[config.mk]
export PLATFORM = sky130hd
export DESIGN_NAME = matmul_load_seq
export DESIGN_NICKNAME = d
export VERILOG_FILES = /design/src/rtl/matmul_defs.sv /design/src/rtl/matmul_row_packer.sv /design/src/rtl/matmul_load_seq.sv
export SDC_FILE = /design/constraint.sdc
export NUM_CORES = 1
export LEC_CHECK = 0
export ABC_AREA = 1
export CORE_AREA = 4 4 511 513
export CTS_CLUSTER_SIZE = 12
export DETAILED_ROUTE_END_ITERATION = 16
export DIE_AREA = 0 0 515 517
export HOLD_SLACK_MARGIN = 0.03
export SETUP_SLACK_MARGIN = 0.3
export SLEW_MARGIN = 20
export SYNTH_ARGS = -nofsm -noshare
export SYNTH_HDL_FRONTEND = slang
export SYNTH_SLANG_ARGS = --single-unit
[constraint.sdc]
create_clock -name Clk -period 5 [get_ports Clk]
set_input_delay 1 -clock Clk [delete_from_list [all_inputs] [get_ports Clk]]
set_output_delay 1 -clock Clk [all_outputs]
set_load 0.1 [all_outputs]
[src/rtl/matmul_defs.sv]
// Shared widths and FSM state encoding for the matrix-multiply load sequencer.
package matmul_defs;

  localparam int ROW_W = 128;
  localparam int RES_W = 512;

  typedef enum logic [2:0] {
    ST_IDLE      = 3'd0,
    ST_LOAD_A    = 3'd1,
    ST_WR_A      = 3'd2,
    ST_LOAD_B    = 3'd3,
    ST_WR_B      = 3'd4,
    ST_GO        = 3'd5,
    ST_WAIT_DONE = 3'd6,
    ST_RESULT    = 3'd7
  } state_e;

endpackage

[src/rtl/matmul_row_packer.sv]
// Packs accepted stream words into a 128-bit row, first word in the LSBs.
// row_full_o pulses on the last word; row_o already includes that word.
module matmul_row_packer
  import matmul_defs::*;
#(
  parameter int WORD_W = 32
) (
  input  logic              clk_i,
  input  logic              rst_ni,
  input  logic              accept_i,
  input  logic [WORD_W-1:0] word_i,
  output logic              row_full_o,
  output logic [ROW_W-1:0]  row_o
);

  localparam int WPR   = ROW_W / WORD_W;
  localparam int CNT_W = (WPR > 1) ? $clog2(WPR) : 1;

  logic [CNT_W-1:0] cnt_q, cnt_d;
  logic [ROW_W-1:0] pack_q, pack_d;
  logic             last_word;

  assign last_word = (cnt_q == CNT_W'(WPR - 1));

  always_comb begin
    pack_d = pack_q;
    cnt_d  = cnt_q;
    if (accept_i) begin
      pack_d[int'(cnt_q) * WORD_W +: WORD_W] = word_i;
      cnt_d = last_word ? '0 : cnt_q + CNT_W'(1);
    end
  end

  assign row_full_o = accept_i && last_word;
  assign row_o      = pack_d;

  always_ff @(posedge clk_i or negedge rst_ni) begin
    if (!rst_ni) begin
      cnt_q  <= '0;
      pack_q <= '0;
    end else begin
      cnt_q  <= cnt_d;
      pack_q <= pack_d;
    end
  end

endmodule

[src/rtl/matmul_load_seq.sv]
// Feeds matrix A then B rows into the SRAM b-ports, starts the multiply core,
// waits (bounded) for Done and hands the 512-bit product downstream.
module matmul_load_seq
  import matmul_defs::*;
#(
  parameter int ADDR_W  = 1,
  parameter int WORD_W  = 32,
  parameter int TIMEOUT = 1024
) (
  input  logic              Clk,
  input  logic              Rst_n,
  input  logic [WORD_W-1:0] In_data,
  input  logic              In_valid,
  output logic              In_ready,
  output logic [ROW_W-1:0]  MA_dib,
  output logic [ADDR_W-1:0] MA_Addrb,
  output logic              MA_enb,
  output logic              MA_web,
  output logic [ROW_W-1:0]  MB_dib,
  output logic [ADDR_W-1:0] MB_Addrb,
  output logic              MB_enb,
  output logic              MB_web,
  output logic              Go_t,
  input  logic              Done_t,
  input  logic [RES_W-1:0]  MULT_OUT_t,
  output logic [RES_W-1:0]  Res_data,
  output logic              Res_valid,
  input  logic              Res_ready,
  output logic              Err
);

  localparam int NROWS = 2 ** ADDR_W;
  localparam int TMO_W = $clog2(TIMEOUT + 1);

  state_e            state_q;
  logic              in_ready_q;
  logic [ROW_W-1:0]  ma_dib_q, mb_dib_q;
  logic [ADDR_W-1:0] ma_addr_q, mb_addr_q;
  logic              ma_wr_q, mb_wr_q;
  logic [ADDR_W-1:0] row_q;
  logic [TMO_W-1:0]  tmo_q;
  logic              go_q;
  logic [RES_W-1:0]  res_data_q;
  logic              res_valid_q;
  logic              err_q;

  logic              accept;
  logic              row_full;
  logic [ROW_W-1:0]  packed_row;
  logic              last_row;
  logic [TMO_W-1:0]  tmo_d;

  // in_ready_q is only ever high in LOAD_x, so no state qualifier is needed here.
  assign accept   = In_valid && in_ready_q;
  assign last_row = (row_q == ADDR_W'(NROWS - 1));
  assign tmo_d    = tmo_q + TMO_W'(1);

  matmul_row_packer #(
    .WORD_W(WORD_W)
  ) u_packer (
    .clk_i     (Clk),
    .rst_ni    (Rst_n),
    .accept_i  (accept),
    .word_i    (In_data),
    .row_full_o(row_full),
    .row_o     (packed_row)
  );

  always_ff @(posedge Clk or negedge Rst_n) begin
    if (!Rst_n) begin
      state_q     <= ST_IDLE;
      in_ready_q  <= 1'b0;
      ma_dib_q    <= '0;
      mb_dib_q    <= '0;
      ma_addr_q   <= '0;
      mb_addr_q   <= '0;
      ma_wr_q     <= 1'b0;
      mb_wr_q     <= 1'b0;
      row_q       <= '0;
      tmo_q       <= '0;
      go_q        <= 1'b0;
      res_data_q  <= '0;
      res_valid_q <= 1'b0;
      err_q       <= 1'b0;
    end else begin
      ma_wr_q <= 1'b0;
      mb_wr_q <= 1'b0;
      go_q    <= 1'b0;
      case (state_q)
        ST_IDLE: begin
          state_q    <= ST_LOAD_A;
          in_ready_q <= 1'b1;
        end
        ST_LOAD_A: begin
          if (row_full) begin
            in_ready_q <= 1'b0;
            ma_wr_q    <= 1'b1;
            ma_dib_q   <= packed_row;
            ma_addr_q  <= row_q;
            state_q    <= ST_WR_A;
          end
        end
        ST_LOAD_B: begin
          if (row_full) begin
            in_ready_q <= 1'b0;
            mb_wr_q    <= 1'b1;
            mb_dib_q   <= packed_row;
            mb_addr_q  <= row_q;
            state_q    <= ST_WR_B;
          end
        end
        ST_WR_A: begin
          row_q      <= row_q + ADDR_W'(1);
          in_ready_q <= 1'b1;
          state_q    <= last_row ? ST_LOAD_B : ST_LOAD_A;
        end
        ST_WR_B: begin
          row_q <= row_q + ADDR_W'(1);
          if (last_row) begin
            go_q    <= 1'b1;
            state_q <= ST_GO;
          end else begin
            in_ready_q <= 1'b1;
            state_q    <= ST_LOAD_B;
          end
        end
        ST_GO: begin
          tmo_q   <= '0;
          state_q <= ST_WAIT_DONE;
        end
        ST_WAIT_DONE: begin
          // Done has priority over a timeout landing in the same cycle.
          if (Done_t) begin
            res_data_q  <= MULT_OUT_t;
            res_valid_q <= 1'b1;
            state_q     <= ST_RESULT;
          end else if (tmo_d == TMO_W'(TIMEOUT - 1)) begin
            err_q      <= 1'b1;
            in_ready_q <= 1'b1;
            state_q    <= ST_LOAD_A;
          end else begin
            tmo_q <= tmo_d;
          end
        end
        ST_RESULT: begin
          if (Res_ready) begin
            res_valid_q <= 1'b0;
            in_ready_q  <= 1'b1;
            state_q     <= ST_LOAD_A;
          end
        end
        default: begin
          in_ready_q <= 1'b0;
          state_q    <= ST_IDLE;
        end
      endcase
    end
  end

  assign In_ready  = in_ready_q;
  assign MA_dib    = ma_dib_q;
  assign MA_Addrb  = ma_addr_q;
  assign MA_enb    = ma_wr_q;
  assign MA_web    = ma_wr_q;
  assign MB_dib    = mb_dib_q;
  assign MB_Addrb  = mb_addr_q;
  assign MB_enb    = mb_wr_q;
  assign MB_web    = mb_wr_q;
  assign Go_t      = go_q;
  assign Res_data  = res_data_q;
  assign Res_valid = res_valid_q;
  assign Err       = err_q;

endmodule

# Yosys cells after proc, flatten, opt, wreduce, memory -nomap -nowiden
# Cells that the tools add are included.
[op_classes]
bitwise_logic = 1
shifts = 2
eq_ne = 19
mux = 28
n_addsub = 4
n_reduce_logical = 17
[ops]
columns = ["cell", "n"]
rows = [
  ["$bwmux 128", 1],
  ["$mux 128", 1],
  ["$shift 32x33->128 const A", 1],
  ["$shiftx 32x33->128", 1],
  ["$neg 7->33", 1],
  ["$pmux 3 s8", 1],
  ["$mux 11", 2],
  ["$pmux 11 s2", 1],
  ["$mux 3", 6],
  ["$ne 2x2->1 const B", 8],
  ["$eq 3x3->1 const B", 4],
  ["$mux 1", 12],
  ["$add 11x1->11 const B", 1],
  ["$eq 11x10->1 const B", 1],
  ["$reduce_and 3->1", 3],
  ["$eq 3x2->1 const B", 2],
  ["$reduce_and 2->1", 3],
  ["$reduce_and 6->1", 1],
  ["$reduce_or 2->1", 3],
  ["$pmux 1 s5", 1],
  ["$reduce_bool 5->1", 1],
  ["$mux 2", 2],
  ["$reduce_and 4->1", 1],
  ["$reduce_bool 2->1", 2],
  ["other kinds (10)", 11],
]
[word_totals]
output_inout_bits = 778
register_bits = 921

# Longest topological paths before layout
# Gate-level depths: netlist (run 1).
[logic_depth]
depth_word = 5
mapped_depth = 15
mapped_depth_nobuf = 14

# By module
# From an unflattened synthesis (run 1), not the netlist that was laid out.
[hier_totals]
cells_unflattened = 2977
area_unflattened_um2 = 35679.2
[by_module_without_submodules]
columns = ["mod", "seq_area_each_um2", "instances", "cells_each", "area_each_um2"]
rows = [
  ["matmul_load_seq", 19794.0, 1, 2235, 29867.4],
  ["matmul_row_packer", 3253.1, 1, 742, 5811.8],
]

# Worst setup path after synthesis (run 1)
# Ideal clock, no wire load.
[synth_timing]
path_type = "reg2reg"
start = "register in_ready_q (netlist: In_ready)"
end = "register ma_dib_q[126] (netlist: MA_dib[126])"
arrival_time_ns = 2.298
slack_ns = 2.577
n_path_buf = 2
period_less_slack_ns = 2.423
setup_time_ns = 0.125
stages_incl_launch_ff = 8
path_cell_list = "dfrtp_1 > nand2_2 > inv_2 > nand2_2 > nor2_1 > buf_2 > buf_2 > mux2_2"
[synth_between]
elab_chain_cells = 3
[synth_lines]
columns = ["element", "line_no", "text"]
rows = [
  ["from (decl)", "matmul_load_seq.sv:36", "logic in_ready_q;"],
  ["from (signal assigned)", "matmul_load_seq.sv:72", "in_ready_q <= 1'b0;"],
  ["from (signal assigned)", "matmul_load_seq.sv:92", "in_ready_q <= 1'b1;"],
  ["from (signal assigned)", "matmul_load_seq.sv:96", "in_ready_q <= 1'b0;"],
  ["$logic_and 1x1->1 (*)", "matmul_load_seq.sv:54", "assign accept = In_valid && in_ready_q;"],
  ["$logic_and 1x1->1", "matmul_row_packer.sv:34", "assign row_full_o = accept_i && last_word;"],
  ["$reduce_and 2->1 (no line)", "--", ""],
  ["to (signal assigned)", "matmul_load_seq.sv:98", "ma_dib_q <= packed_row;"],
  ["to (decl)", "matmul_load_seq.sv:37", "logic [ROW_W-1:0] ma_dib_q, mb_dib_q;"],
]
# Mark *: on every way between the ends. The rest lies on a longest branch, timed or not.
# A chain may end at the register's enable or synchronous reset.

# Worst setup path in the final report (run 1)
[layout_timing]
start = "register res_data_q[207] (netlist: Res_data[207])"
end = "output Res_data[207]"
[layout_rtl]
columns = ["element", "line_no", "text"]
rows = [
  ["from (decl)", "matmul_load_seq.sv:43", "logic [RES_W-1:0] res_data_q;"],
  ["from (signal assigned)", "matmul_load_seq.sv:134", "res_data_q <= MULT_OUT_t;"],
  ["to (decl)", "matmul_load_seq.sv:26", "output logic [RES_W-1:0] Res_data,"],
]
# No word-level cell between the ends.

==> results of run 1 <==
## final timing paths
kind | from | to | slack, ns | cells past startpoint
min | Rst_n | Res_data[458] | 0.35 | 1
max reg2reg | u_packer.cnt_q[1] | MA_dib[102] | 1.85 | 6
max in group asynchronous | Rst_n | Res_data[505] | 3.17 | 3
max | Res_data[207] | Res_data[207] | 1.53 | 1
min reg2reg | u_packer.pack_q[57] | u_packer.pack_q[57] | 0.49 | 2
min in group Clk | u_packer.pack_q[57] | u_packer.pack_q[57] | 0.49 | 2
## logic make-up after synthesis
kind of cell	share of synthesized area [%]
AOI/OAI and AO/OA	5.36
xor gates and xnor gates	0.0741
adders and majority gates	0.282
buffers and inverters	3.34
DFF	65.0
muxes	20.4
and+or+nand+nor	5.59
## cell usage after synthesis, types with 2 or more instances
master,number
a21oi_1,4
a31oi_1,129
buf_1,6
buf_2,57
buf_4,10
buf_6,47
clkbuf_1,42
dfrtp_1,921
ha_1,8
inv_1,27
inv_2,4
mux2_1,5
mux2_2,637
nand2_1,191
nand2_2,7
nand2_4,2
nand3_1,24
nand3_2,2
nand4_1,65
nor2_1,150
nor2_2,3
nor2_4,2
nor3_1,3
o21ai_0,105
o31ai_1,23
o31ai_2,10
o41ai_1,26
xnor2_1,2
## layout make-up
| type | instances | area, um2 |
|---|---|---|
| diodes | 34 | 85.1 |
| clock inverters | 53 | 724 |
| inverters | 31 | 116 |
| flip-flops and latches | 921 | 23000 |
| clock buffers | 153 | 3060 |
| well taps | 3384 | 4230 |
| fillers | 27200 | 200000 |
| repair buffers | 1396 | 13400 |
| multi-input cells | 1405 | 11300 |
## flip-flops by register name, summed over array words and instances (netlist names)
name and cells:
Err 1, tmo_q 11, state_q 3, Res_data 512
Go_t 1, u_packer.pack_q 128, u_packer.cnt_q 2, MA_Addrb 1
Res_valid 1, MB_Addrb 1, last_row 1, MA_dib 128
MB_dib 128, MB_enb 1, MA_enb 1, In_ready 1
## routing by layer
metal	global-route usage, %	vias to the layer above
li1	-	11700
met1	17.4	14000
met2	25.3	1421
met3	9.34	298
met4	6.62	46
met5	0	-
## through the flow
stage	hold slack [ns]	worst slack [ns]	utilization, %	cells
6_report	0.348	1.53	21.8	7377
3_3_place_gp	0.471	1.31	20.3	7137
5_1_grt	0.316	1.43	21.8	7366
2_1_floorplan	0.455	2.58	-	2519
3_5_place_dp	0.477	1.26	20.3	7137
4_1_cts	0.282	1.42	21.8	7343
==> metrics.txt, run 1 <==
Pre-antenna DRT Iters=7; Clk Latency, worst-skew pair=0.78 ns; area leader, netlist=dfrtp_1; critical-path cell list=clkdlybuf4s50_1; hpwl dp=183 mm; final instance area=55900 um2; maximum root-to-sink buffer count=3; post-synthesis net count=3076; RSZ-0062 raised after global routing=false; CP peak stage delay=1.22 ns; drc violations=0; postcts setup bufs=0; fin nets=4421; CP top delay family=buffers and inverters; site row count=186; vias per cell=3.72; met3 routed WL=29.2 mm; Worst-Margin Slew=1.21 ns; # Max-Cap Violations=0; Period Utilization, post-route=69.4%; worst path arrival time=2.47 ns; Worst path slowest cell=clkdlybuf4s50_1; Layout area overhead=57.6%; async set-reset flop share out of synthesis=100%; I/O pin cnt=1327; GRT Util Overall=16.0%; first-pass GRT wire length=284 mm; most common cell after layout, fill and taps aside=clkdlybuf4s50_1; Clock Sink Count=921; commonest cells after routing, fill and taps aside=1090 x clkdlybuf4s50_1, 921 x dfrtp_1, 637 x mux2_2, 284 x buf_4, 191 x nand2_1; PortBufs=1326; synth top area cells=dfrtp_1 65%, mux2_2 20%, a31oi_1 2.3%, nand2_1 2.0%, nor2_1 1.6%; Crit. End Element=output port; status=finished, final reports clean; Synth Cell Area=35500 um2; WP data required=4.00 ns; antenna violations before repair=65; Worst setup SP type=flip-flop; Yosys reg bits=921; cts repair resizes=0; core area=256000 um2; met2 WL post-DR=102 mm; Hold Violations, Final=0; Max Slew Vio Count=0; die width=515 um; CTS HTree Levels=3; Seq/Total Area, Yosys=65.0%; number of synthesized flops with an enable pin=0; Post-Syn Area per Cell=14.1 um2; final setup fails=0; die height=517 um; Iter 0 DRT Violations=1769; Setup Skew=0.0471 ns; Routed Wire Length=222 mm; wire length per cell=30.1 um; Unique masters post-synth=35; Worst Hold Class=input port to async pin; Top Layer Used=met5; Cells after Synth=2519; wl on met1=81.1 mm; clock buffer count from CTS=109; gr ovfl total=0; ANT nets after route=0; root buffer cell=clkbuf_16; CTS hold repair buffers=0; Die ar.=266000 um2; main flop type after synthesis=dfrtp_1; Clk pin slew, worst setup/hold paths=0.06 ns; setup_tns=0 ns; clock tree from TritonCTS=built; largest net degree at the start of global routing=153; Synth Warn #=0; crit path max fanout=2; dpl cell area=52100 um2; CP Class=flip-flop to output port; highest clock rate=288 MHz; vias in the first global route=28800; Synth top area share=65.0%; vias=27400; Critical path buffers and inverters=1; Final min period=3.47 ns; Worst slew margin=18.8%; Initial Util=13.8%; share of cells above drive strength 1=29.3%; GP Congestion=0.913
Power of run 1 is left out: the tool's default activity adds up to more than one toggle a clock period on the data nets, which glitch-free logic cannot reach.
==> run 2: changes to the inputs <==
- CORE_AREA: 4 4 511 513 -> 4 4 513 515
- DIE_AREA: 0 0 515 517 -> 0 0 517 519
- clock period: 5 -> 3.1 ns (I/O delays scaled with it)
==> metrics.txt, run 2 (synthesis results as in run 1) <==
clock tree from TritonCTS=built; hold path depth=2; core area=259000 um2; CP Class=flip-flop to flip-flop; final setup fails=0; Iter 0 DRT Violations=1456; root buffer cell=clkbuf_16; fin nets=4507; vias in the first global route=28600; Worst Hold Class=input port to flip-flop; gr ovfl total=0; I/O pin cnt=1327; Clk Latency, worst-skew pair=0.79 ns; first-pass GRT wire length=269 mm; Routed Wire Length=207 mm; hpwl dp=172 mm; Pre-antenna DRT Iters=5; number of flip-flops in the largest register=512; ANT nets after route=0; Worst slew margin=41.0%; # Max-Cap Violations=0; site row count=187; drc violations=0; highest clock rate=387 MHz; Period Utilization, post-route=83.3%; setup_tns=0 ns; worst path arrival time=3.26 ns; Setup Skew=0.0585 ns; maximum root-to-sink buffer count=3; CTS HTree Levels=3; CP peak stage delay=0.73 ns; final core utilization=21.4%; GP Congestion=0.919; hold_ws=0.452 ns; Initial Util=13.7%; fillcell total=27700; Worst path slowest cell=o41ai_1; Final min period=2.58 ns; vias per cell=3.64; critical-path cell list=inv_1 -> ha_1 -> inv_2 -> nand2_2 -> buf_4 -> o41ai_1 -> mux2_2; commonest cells after routing, fill and taps aside=921 x dfrtp_1, 900 x buf_4, 637 x mux2_2, 547 x clkdlybuf4s50_1, 191 x nand2_1; WP data required=3.78 ns; reg2reg path depth=7; Worst setup SP type=flip-flop; Worst-Margin Slew=0.886 ns; crit path max fanout=16; clock buffer count from CTS=110; die height=519 um; die width=517 um; Die ar.=268000 um2; Clk pin slew, worst setup/hold paths=0.06 ns; status=finished, final reports clean; Hold Violations, Final=0; Clock Sink Count=921; vias=27200; largest net degree at the start of global routing=95; share of cells above drive strength 1=44.3%; RSZ-0062 raised after global routing=false; GRT Util Overall=14.8%; Layout area overhead=56.2%; most common cell after layout, fill and taps aside=dfrtp_1; postcts setup bufs=0; antenna violations before repair=55; wire length per cell=27.8 um; PortBufs=1326; Max Slew Vio Count=0; Crit. End Element=flip-flop
[run 2: cell type report]
cell class | instances | area [um2] | share of cell area [%]
inverter | 31 | 116 | 0.210
clock buffer | 150 | 3070 | 5.55
sequential | 921 | 23000 | 41.6
timing repair buffer | 1481 | 12900 | 23.3
tap | 3402 | 4260 | 7.68
multi-input combinational | 1405 | 11300 | 20.4
antenna | 20 | 50.0 | 0.0903
clock inverter | 52 | 673 | 1.22
[run 2: worst max-delay path, delay by kind of cell, from the launching register on]
kind	cells	cell delay (ns)
AOI/OAI and AO/OA	1	0.73
and+or+nand+nor	1	0.23
buffers and inverters	3	0.52
adders and majority gates	1	0.34
muxes	1	0.28
DFF	1	0.41
[run 2: repair_timing]
item	in CTS	in global routing
resized for setup	0	0
hold buffers	1	0
hold endpoints to repair	20	0
[run 2: metrics by stage]
step           area [um2]  setup WS, ns  instances
2_1_floorplan       35500         0.677       2519
3_3_place_gp        51600         0.175       7239
3_5_place_dp        51600         0.153       7239
4_1_cts             55400         0.469       7442
5_1_grt             55400         0.341       7458
6_report            55400         0.519       7462
[run 2: metal layers]
metal | part of all wire (%) | wire [um] | vias to the layer above | track usage (%)
met1 | 36 | 75300 | 13800 | 15.8
met3 | 11 | 22800 | 275 | 6.85
met4 | 4.0 | 8390 | 24 | 6.07
met2 | 49 | 101000 | 1284 | 25.1
met5 | 0.066 | 137 | - | 0
li1 | - | - | 11800 | -
[run 2: final timing paths]
path / slack [ns] / start / to
setup / recovery: 0.52 / u_packer.cnt_q[1] / MA_dib[101]
hold / removal: 0.45 / MULT_OUT_t[239] / Res_data[239]
setup reg to reg: 0.52 / u_packer.cnt_q[1] / MA_dib[101]
hold reg to reg: 0.49 / u_packer.pack_q[52] / u_packer.pack_q[52]
max in group asynchronous: 1.58 / Rst_n / Res_data[313]
min in group asynchronous: 0.51 / Rst_n / u_packer.pack_q[58]
Power of run 2 is left out for the same reason.
==> run 3: changes to the inputs <==
- clock period: 3.1 -> 2.7 ns (I/O delays scaled with it)
==> metrics.txt, run 3 (synthesis results as in run 1) <==
Clk pin slew, worst setup/hold paths=0.06 ns; Period Utilization, post-route=84.4%; most common cell after layout, fill and taps aside=dfrtp_1; Clk Latency, worst-skew pair=0.76 ns; Worst-Margin Slew=0.740 ns; PortBufs=1326; met2 WL post-DR=104 mm; Worst setup SP type=flip-flop; RSZ-0062 raised after global routing=false; drc violations=0; Max Slew Vio Count=0; site row count=187; critical-path cell list=inv_2 -> ha_1 -> inv_2 -> buf_4 -> nand3_1 -> buf_12 -> o21ai_0 -> buf_4 -> mux2_2; Setup WS post-layout=0.420 ns; Worst slew margin=50.0%; Worst Hold Class=input port to async pin; crit path max fanout=8; number of flip-flops in the largest register=512; I/O pin cnt=1327; highest clock rate=439 MHz; Top Layer Used=met5; reg2reg path depth=9; hpwl dp=177 mm; Pre-antenna DRT Iters=5; worst path arrival time=2.93 ns; CTS HTree Levels=3; die width=517 um; clock tree from TritonCTS=built; antenna violations before repair=48; fin nets=4523; maximum root-to-sink buffer count=3; RR Startpoint=u_packer.cnt_q[0]; Clock Sink Count=921; commonest cells after routing, fill and taps aside=920 x dfrtp_1, 905 x buf_4, 637 x mux2_2, 547 x clkdlybuf4s50_1, 191 x nand2_1; CP Class=flip-flop to flip-flop; core area=259000 um2; clock buffer count from CTS=107; vias in the first global route=28900; non-filler cells, final=7479; # Max-Cap Violations=0; root buffer cell=clkbuf_16; met3 routed WL=19.5 mm; postcts setup bufs=0; Worst path slowest cell=dfrtp_1; Iter 0 DRT Violations=1754; FF-to-FF End=MB_dib[96]; gr ovfl total=0; Hold Violations, Final=0; status=finished, final reports clean; share of cells above drive strength 1=44.7%; Routed Wire Length=210 mm; WP data required=3.35 ns; Layout area overhead=57.6%; pre-CTS setup slack=-0.284 ns; ANT nets after route=0; Setup Skew=0.0698 ns; final setup fails=0; first-pass GRT wire length=271 mm; R2R Setup Slk=0.42 ns; vias=27300; vias per cell=3.64; Initial Util=13.7%; wire length per cell=28.1 um; hold_ws=0.355 ns; Crit. End Element=flip-flop; GP Congestion=0.909; Final min period=2.28 ns; GRT Util Overall=15.0%; Placed Instances=7258; Die ar.=268000 um2; wl on met1=77.6 mm; CP peak stage delay=0.45 ns; largest net degree at the start of global routing=98; die height=519 um
-- run 3: layer usage --
| metal | up-vias | global-route usage, % |
|---|---|---|
| li1 | 11800 | - |
| met1 | 13900 | 16.2 |
| met2 | 1257 | 26.2 |
| met3 | 250 | 5.74 |
| met4 | 16 | 5.79 |
| met5 | - | 0 |
-- run 3: how the worst max path moves through the flow --
stage / cells after the start / startpoint / slack, ns / endpoint
finish: 9 / u_packer.cnt_q[0] / 0.42 / MB_dib[96]
global route: 14 / tmo_q[0] / 0.31 / tmo_q[10]
CTS: 8 / u_packer.cnt_q[0] / 0.33 / MB_dib[105]
detailed placement: 4 / In_data[7] / -0.28 / MB_dib[103]
global placement: 4 / In_data[7] / -0.25 / MB_dib[103]
floorplan: 9 / u_packer.cnt_q[0] / 0.31 / MA_dib[126]
-- run 3: final cells by class --
class	count	area, um2
multi-input combinational	1405	11300
clock buffer	153	3120
tap	3402	4260
clock inverter	48	792
timing repair buffer	1500	13200
fill	27700	203000
sequential	921	23000
antenna	19	47.5
inverter	31	119
-- run 3: per-stage QoR --
stage	cell area [um2]	utilization, %	setup TNS [ns]
3_5_place_dp	51900	20.1	-0.671
3_3_place_gp	51900	20.1	-0.604
4_1_cts	55900	21.6	0
5_1_grt	55900	21.6	0
6_report	55900	21.6	0
2_1_floorplan	35500	-	0
-- run 3: worst max-delay path, delay by kind of cell (launching register included) --
kind            cells  cell delay [ns]
compound gates      1             0.15
fa+ha+maj           1             0.37
buf+inv             5             0.89
flops               1             0.45
mux                 1             0.17
simple gates        1             0.16
-- run 3: timing repair --
| item | in CTS | in global routing |
|---|---|---|
| gates resized for setup | 8 | 3 |
| endpoints found under the hold margin | 24 | 0 |
| cloned | 0 | 0 |
| endpoints found under the setup margin | 39 | 23 |
| hold buffers | 1 | 0 |
Power of run 3 is left out for the same reason.
